<file path="src/rtl/acsp_pkg.sv">
// Shared constants and types for the acquisition sample path.
// Used by rle_encoder for its state encoding.
package acsp_pkg;

  localparam int SAMPLE_WIDTH = 8;
  localparam int RLE_FLAG_BIT = SAMPLE_WIDTH - 1;

  typedef enum logic [1:0] {
    EMPTY,
    TRACK,
    FLUSH
  } rle_state_t;

  typedef logic [SAMPLE_WIDTH-1:0] sample_t;

endpackage

</file>
<file path="src/rtl/rle_encoder.sv">
// Run-length encoder between the sampler and the sample FIFO (SUMP-style MSB flag words).
// Optional macro RLE_STATS_EN adds words_in/words_out counters for compression-ratio readout.
module rle_encoder #(
  parameter int SAMPLE_WIDTH = acsp_pkg::SAMPLE_WIDTH,
  parameter int CNT_MAX      = 2**(SAMPLE_WIDTH-1) - 1
) (
  input  logic                    clock,
  input  logic                    reset,
  input  logic                    rle_en,
  input  logic                    flush,
  input  logic [SAMPLE_WIDTH-1:0] data_in,
  input  logic                    valid_in,
  output logic [SAMPLE_WIDTH-1:0] data_out,
  output logic                    valid_out,
  output logic                    flush_busy
`ifdef RLE_STATS_EN
  ,
  output logic [31:0]             words_in,
  output logic [31:0]             words_out
`endif
);
  import acsp_pkg::*;

  typedef logic [SAMPLE_WIDTH-1:0] word_t;
  typedef logic [SAMPLE_WIDTH-2:0] count_t;

  localparam count_t CNT_LIM = count_t'(CNT_MAX);

  rle_state_t state_q, state_d;
  logic       mode_q, mode_d;          // 1 = RLE, 0 = passthrough
  word_t      cur_q, cur_d;
  count_t     count_q, count_d;
  logic       pend_v_q, pend_v_d;
  word_t      pend_q, pend_d;

  logic  gen0_v, gen1_v, out_v, overflow;
  word_t gen0, gen1, out_word, masked;

  function automatic word_t count_word(input count_t c);
    return {1'b1, c};
  endfunction

  // NOTE: every always_comb output gets a default first so no path can infer a latch.
  always_comb begin
    masked   = {1'b0, data_in[SAMPLE_WIDTH-2:0]};
    state_d  = state_q;
    mode_d   = mode_q;
    cur_d    = cur_q;
    count_d  = count_q;
    gen0_v   = 1'b0;
    gen0     = '0;
    gen1_v   = 1'b0;
    gen1     = '0;

    unique case (state_q)
      EMPTY: begin
        if (valid_in) begin
          mode_d  = rle_en;
          state_d = TRACK;
          count_d = '0;
          cur_d   = masked;
          gen0_v  = 1'b1;
          gen0    = rle_en ? masked : data_in;
        end
      end
      TRACK: begin
        if (valid_in) begin
          if (!mode_q) begin
            gen0_v = 1'b1;
            gen0   = data_in;
          end else if (masked == cur_q) begin
            if (count_q + count_t'(1) == CNT_LIM) begin
              gen0_v  = 1'b1;
              gen0    = count_word(CNT_LIM);
              count_d = '0;
            end else begin
              count_d = count_q + count_t'(1);
            end
          end else if (count_q == '0) begin
            gen0_v = 1'b1;
            gen0   = masked;
            cur_d  = masked;
          end else begin
            // Run ends: count word goes out first, the new value follows.
            gen0_v  = 1'b1;
            gen0    = count_word(count_q);
            gen1_v  = 1'b1;
            gen1    = masked;
            cur_d   = masked;
            count_d = '0;
          end
        end
        if (flush) state_d = FLUSH;
      end
      FLUSH: begin
        // Pending word drains through the output stage; the count follows next.
        if (!pend_v_q && count_q != '0) begin
          gen0_v  = 1'b1;
          gen0    = count_word(count_q);
          count_d = '0;
        end
        state_d = (pend_v_q && count_q != '0) ? FLUSH : EMPTY;
      end
      default: state_d = EMPTY;
    endcase

    // Single output slot: the parked word always wins over fresh words.
    if (pend_v_q) begin
      out_v    = 1'b1;
      out_word = pend_q;
      pend_v_d = gen0_v;
      pend_d   = gen0;
      overflow = gen1_v;
    end else begin
      out_v    = gen0_v;
      out_word = gen0;
      pend_v_d = gen1_v;
      pend_d   = gen1;
      overflow = 1'b0;
    end
  end

  // NOTE: sequential state uses non-blocking assignments; reset is synchronous, sampled on the clock.
  always_ff @(posedge clock) begin
    if (reset) begin
      state_q   <= EMPTY;
      mode_q    <= 1'b0;
      cur_q     <= '0;
      count_q   <= '0;
      pend_v_q  <= 1'b0;
      pend_q    <= '0;
      data_out  <= '0;
      valid_out <= 1'b0;
    end else begin
      state_q   <= state_d;
      mode_q    <= mode_d;
      cur_q     <= cur_d;
      count_q   <= count_d;
      pend_v_q  <= pend_v_d;
      pend_q    <= pend_d;
      valid_out <= out_v;
      if (out_v) data_out <= out_word;
    end
  end

  assign flush_busy = (state_q == FLUSH);

  pending_no_overflow: assert property (@(posedge clock) disable iff (reset) !overflow);

`ifdef RLE_STATS_EN
  logic run_start;
  assign run_start = (state_q == EMPTY) && valid_in;

  always_ff @(posedge clock) begin
    if (reset) begin
      words_in  <= '0;
      words_out <= '0;
    end else if (run_start) begin
      words_in  <= 32'd1;
      words_out <= 32'd1;
    end else begin
      if (valid_in && state_q != FLUSH) words_in <= words_in + 32'd1;
      if (out_v) words_out <= words_out + 32'd1;
    end
  end
`endif

endmodule
</file>
<file path="config.mk">
export PLATFORM = sky130hd
export DESIGN_NAME = rle_encoder
export DESIGN_NICKNAME = d
export VERILOG_FILES = /design/src/rtl/acsp_pkg.sv /design/src/rtl/rle_encoder.sv
export SDC_FILE = /design/constraint.sdc
export NUM_CORES = 1
export LEC_CHECK = 0
export BUFFER_PORTS_ARGS = -buffer_cell sky130_fd_sc_hd__clkbuf_2
export CAP_MARGIN = 10
export CORE_ASPECT_RATIO = 0.7
export CORE_MARGIN = 1.5
export CORE_UTILIZATION = 30
export DETAILED_ROUTE_END_ITERATION = 10
export PLACE_DENSITY = 0.44
export SLEW_MARGIN = 20
export SYNTH_ARGS = -nofsm -noshare
export SYNTH_HDL_FRONTEND = slang
export SYNTH_SLANG_ARGS = --single-unit
</file>
<file path="constraint.sdc">
create_clock -name clock -period 2.55 [get_ports clock]
set_clock_uncertainty 0.05 [all_clocks]
set_input_delay 0.1275 -clock clock [delete_from_list [all_inputs] [get_ports clock]]
set_output_delay 0.1275 -clock clock [all_outputs]
set_load 0.05 [all_outputs]
</file>
======== Word level (Yosys, flattened, before mapping) ========
Index checks and enable logic that the tools add are counted.
word-level totals
  output and inout port bits .............. 10
  register bits after elaboration ......... 36
  bits of input ports ..................... 13
  word-level logic and storage cells ...... 79
cells by class
  add/sub/neg operators ................... 1
  multiplexer cells ....................... 47
  eq/ne operators ......................... 11
  reduce and logical (&&, ||, !) cells .... 12
operators by type and width
  cell                                                              number
  8-bit 2-to-1 mux                                                  14
  7-bit 2-to-1 mux                                                  12
  8-bit one-hot mux with 3 select lines                             1
  7-bit one-hot mux with 3 select lines                             1
  8-bit one-hot mux with 2 select lines                             1
  1-bit 2-to-1 mux                                                  13
  2-bit != test (second input constant)                             5
  7-bit by 8-bit == test with 1-bit output                          1
  7-bit by 1-bit adder with 7-bit output (second input constant)    1
  7-bit == test (second input constant)                             1
  7-bit logical NOT                                                 1
  7-bit nonzero test                                                1
  2-bit 2-to-1 mux                                                  3
  2-bit one-hot mux with 3 select lines                             1
  6-bit AND reduction                                               1
  5-bit AND reduction                                               1
  2-bit AND reduction                                               2
  3-bit != test (second input constant)                             1
  1-bit one-hot mux with 3 select lines                             1
  3-bit nonzero test                                                1
  2-bit by 1-bit == test with 1-bit output (second input constant)  1
  2-bit == test (second input constant)                             1
  1-bit logical AND                                                 2
  2-bit logical NOT                                                 1
  3 further kinds                                                   3

======== Logic depth before layout (Yosys ltp) ========
  depth after elaboration ................. 8
  depth in mapped cells ................... 9
  gate-level depth less buffers ........... 8

======== Worst setup path after synthesis ========
No wires, ideal clock.
  path type ............................... reg2reg
  from .................................... register count_q[0]
  to ...................................... register data_out[2]
  clock period less this slack ............ 2369 ps
  arrival time ............................ 2197 ps
  setup slack ............................. 181 ps
  stages on the path, launching flop included .. 10
  data required time ...................... 2378 ps
  buffers on the path ..................... 1
  setup time .............................. 122 ps
  path through ............................ dfxtp_1 -> buf_2 -> inv_1 -> ha_1 -> or4b_4 -> or3_4 -> o21bai_4 -> a21oi_2 -> nor4_1 -> a311o_1
between the ends
  word-level cells in the longest chain between the ends .. 8
  elaborated cells between the ends (all ways) .. 20
  classes of those cells .................. add/sub: 1; eq/ne: 1; mux: 15; reduce/logical: 3
ends and longest elaborated chain
  what                                                                                                   line                RTL
  start: declaration                                                                                     rle_encoder.sv:32   count_t count_q, count_d;
  start signal: assignment                                                                               rle_encoder.sv:138  count_q <= count_d;
  7-bit by 1-bit adder with 7-bit output                                                                 rle_encoder.sv:72   if (count_q + count_t'(1) == CNT_LIM) begin
  7-bit == test                                                                                          rle_encoder.sv:72
  8-bit 2-to-1 mux / 1-bit 2-to-1 mux (equally long branches)                                            rle_encoder.sv:72
  8-bit 2-to-1 mux / 1-bit 2-to-1 mux (equally long branches)                                            rle_encoder.sv:71   end else if (masked == cur_q) begin
  8-bit 2-to-1 mux / 1-bit 2-to-1 mux (equally long branches)                                            rle_encoder.sv:68   if (!mode_q) begin
  8-bit 2-to-1 mux / 1-bit 2-to-1 mux (equally long branches)                                            rle_encoder.sv:67   if (valid_in) begin
  8-bit one-hot mux with 3 select lines / 1-bit one-hot mux with 3 select lines (equally long branches)  rle_encoder.sv:55   unique case (state_q)
  8-bit 2-to-1 mux / 1-bit 2-to-1 mux (equally long branches)                                            rle_encoder.sv:108  if (pend_v_q) begin
  end signal: assignment                                                                                 rle_encoder.sv:142  if (out_v) data_out <= out_word;
  end: declaration                                                                                       rle_encoder.sv:13   output logic [SAMPLE_WIDTH-1:0] data_out,
Parallel ways exist; a longest one is shown, timed or not.
A chain may end at the register's enable or synchronous reset.

======== Worst setup path in the final report ========
Ends and elaborated chain as after synthesis.

==> qor.txt <==
=======================================================================================
Result of the run                                                          finished clean
Io pins                                                                              23
Number of buffers and inverters on the critical path                                  1
Max Slew Vio Count                                                                    0
Max H-tree Level                                                                      2
Post-synthesis cell type count                                                       54
Pin count of the biggest net entering global routing                                 26
Cell area after layout                                                     0.00248 sq mm
Count of input and output buffers                                                    22
Highest-delay cell along the critical path                                       or4b_4
Rows                                                                                 25
Worst reg2reg startpoint                                                     count_q[0]
Cell taking the most area after synthesis                                       dfxtp_1
CORE AREA                                                                  0.00676 sq mm
Series of cell instances along the critical path                           inv_1, ha_1, or4b_4, or3_4, o21bai_4, a21oi_2, nor4_1, a311o_1
Number of enable-type register cells in the synthesized netlist                       0
YS warnings                                                                           0
Worst setup path start                                                       count_q[0]
Number of violations reported at the end of detailed-routing iteration 0            102
Worst hold path endpoint                                                         mode_q
Vias in the first global route                                                     1864
Aggregate routed wire length                                                    6030 um
Sequential cell area fraction in the yosys report                                 0.335
RSZ-0062 raised after global routing                                              false
Clock root buffer master                                                       clkbuf_8
Signed area change from the synthesized netlist to the final layout               18.5%
Remaining design rule violation count                                                 0
Most common library cell in the layout ignoring fill and taps                    nor2_1
Number of nets still failing antenna checks after routing                             0
Dominant synthesized flop cell                                                  dfxtp_1
Hold depth                                                                            3
Half-perimeter wire length of the detailed placement result                     4490 um
Number of synthesized register bits                                                  35
Maximum operating frequency                                                     420 MHz
Slowest cell delay on critical path                                             0.47 ns
Tmin final                                                                      2.38 ns
Global placement routability congestion                                           0.810
Syn Area/Cell                                                                8.32 sq um
Period Utilization, post-route                                                    0.934
Routed via count                                                                   1950
Number of diodes added for antenna fixing                                             0
Critical Path End Type                                                             flop
Required time reported for the critical path endpoint                           2.68 ns
Total negative slack                                                               0 ns
Power per cell area                                                         484 mW/mm^2
Slew at the pin closest to its max-slew limit                                  0.618 ns
Pre-CTS setup slack                                                            0.177 ns
Most frequent cells in the layout                                          nor2_1, dfxtp_1, clkbuf_2, buf_4, nand2_1
Clock buffer count from CTS                                                           5
Wire length of the first global-routing pass                                    9600 um
Category of the most critical setup path                                        reg2reg
Leakage Power                                                                  0.906 nW
Total nets after synthesis                                                          267
Post-layout util                                                                  0.366
Cell depth of the worst flop-to-flop path                                             8
Placed Cells incl. Taps                                                             368
Average via count per standard cell                                                5.16
Design Power                                                                    1.20 mW
Area contributors post-synth                                               dfxtp_1, nor2_1, mux2i_1
Critical register-to-register path endpoint                                 data_out[2]
Setup fix buffers added after clock tree synthesis                                    0
# clock sinks                                                                        35
Clock tree buffer depth                                                               2
DR WL/cell                                                                      15.9 um
Number of antenna violations at the first check in global routing                     0
Final count of negative-setup-slack endpoints                                         0
Maximum fanout along the worst path                                                   5
Worst min-delay path class                                                       in2reg
Final Worst Setup Slack                                                        0.168 ns
Reg2Reg Setup Slack                                                             0.17 ns
Die Ht                                                                          72.8 um
Net total in the final layout                                                       299
Kind of start point of the critical path                                           flop
Placed standard-cell area                                                  0.00237 sq mm
Total global routing overflow                                                         0
Post-synthesis async set-or-reset flop share                                          0
Latest clock arrival within the worst-skew pair                                 0.29 ns
Clock-pin transition on the worst setup and hold timing paths                   0.07 ns
Worst hold slack                                                              0.0521 ns
Arrival time worst endpoint                                                     2.51 ns
Die X-Extent                                                                     103 um
Fin. Hold Viols                                                                       0
CP top delay family                                                        simple AND/OR/NAND/NOR gates
Initial core utilization                                                          0.309
Share of post-route cells with drive strength above 1                             0.222
Synth top area share                                                              0.335
GRT Resource Usage Total                                                          0.171
Worst IR drop on VDD                                                           0.203 mV
Hold path start                                                                  rle_en
Die footprint                                                              0.00748 sq mm
CTS tree                                                                           done
Max-slew headroom                                                                 0.588
1st-pass router iterations                                                            4
Number of max-capacitance violations reported                                         0
Post-layout instance count excluding filler cells                                   378
Post-synth design cell area                                                0.00209 sq mm
Count of mapped cells out of synthesis                                              251
=======================================================================================
==> worst min-delay path, delay by kind of cell <==
family / cells / cell delay, ns
buf+inv: 1 / 0.10
compound gates: 1 / 0.06
simple gates: 1 / 0.07
==> Yosys cell counts, types with 2 or more instances <==
master and count:
o31ai_1 6, nand3b_1 2, a31oi_1 6, a311oi_1 3
o21ai_0 12, mux2i_1 9, ha_1 3, and2_1 3
or3_1 2, buf_2 4, nor2b_1 3, nor4_1 5
nand2_1 16, a21oi_1 11, dfxtp_1 35, nor3_1 3
a21oi_2 6, inv_1 4, clkbuf_1 11, a22oi_1 10
nand3_1 4, a211oi_1 7, a211oi_2 2, o21a_1 2
a21boi_0 2, nand2b_1 2, xnor2_1 7, a311o_1 5
nor2_1 41
==> state kept, by name, indices dropped and copies added (netlist names) <==
register	cells
data_out	8
pend_q	8
count_q	7
cur_q	7
state_q	2
mode_q	1
pend_v_q	1
valid_out	1
==> kinds of logic (layout without fill, tap and decap cells) <==
| family | after synthesis | after routing | synth area share |
|---|---|---|---|
| AO/OA/AOI/OAI | 83 | 83 | 0.308 |
| XOR/XNOR | 7 | 7 | 0.0293 |
| adder cells (fa/ha/maj) | 3 | 3 | 0.0180 |
| buffers and inverters | 22 | 55 | 0.0461 |
| flip-flops | 35 | 35 | 0.335 |
| multiplexers | 9 | 9 | 0.0431 |
| AND/OR/NAND/NOR | 92 | 92 | 0.220 |
==> power by group <==
| part | total, mW | internal [mW] | switching, mW |
|---|---|---|---|
| logic | 0.220 | 0.0776 | 0.142 |
| registers | 0.581 | 0.568 | 0.0134 |
| clock network | 0.397 | 0.192 | 0.205 |
==> area by class of cell <==
class / count / area, sq um
fillers: 732 / 4280
multi-input cells: 194 / 1290
flip-flops and latches: 35 / 701
repair buffers: 42 / 265
well taps: 94 / 118
clock buffers: 7 / 76.3
inverters: 5 / 18.8
clock inverters: 1 / 5.00
==> repair_timing <==
item	in CTS	in global routing
hold endpoints to repair	2	0
gates resized for setup	0	0
hold buffers	2	0
==> worst max-delay path by stage <==
stage                             end  cells after the start
after CTS                 data_out[4]                      8
after detailed placement  data_out[4]                      8
final                     data_out[2]                      8
after floorplan           data_out[2]                      9
after global routing      data_out[2]                      8
after global placement    data_out[0]                      8
==> routing by layer <==
metal / routed length, um / track usage
met5: 0 / 0
met4: 60 / 0.0571
met3: 439 / 0.0345
met2: 2400 / 0.250
met1: 3120 / 0.250
Power figures use the tool's default switching activity.
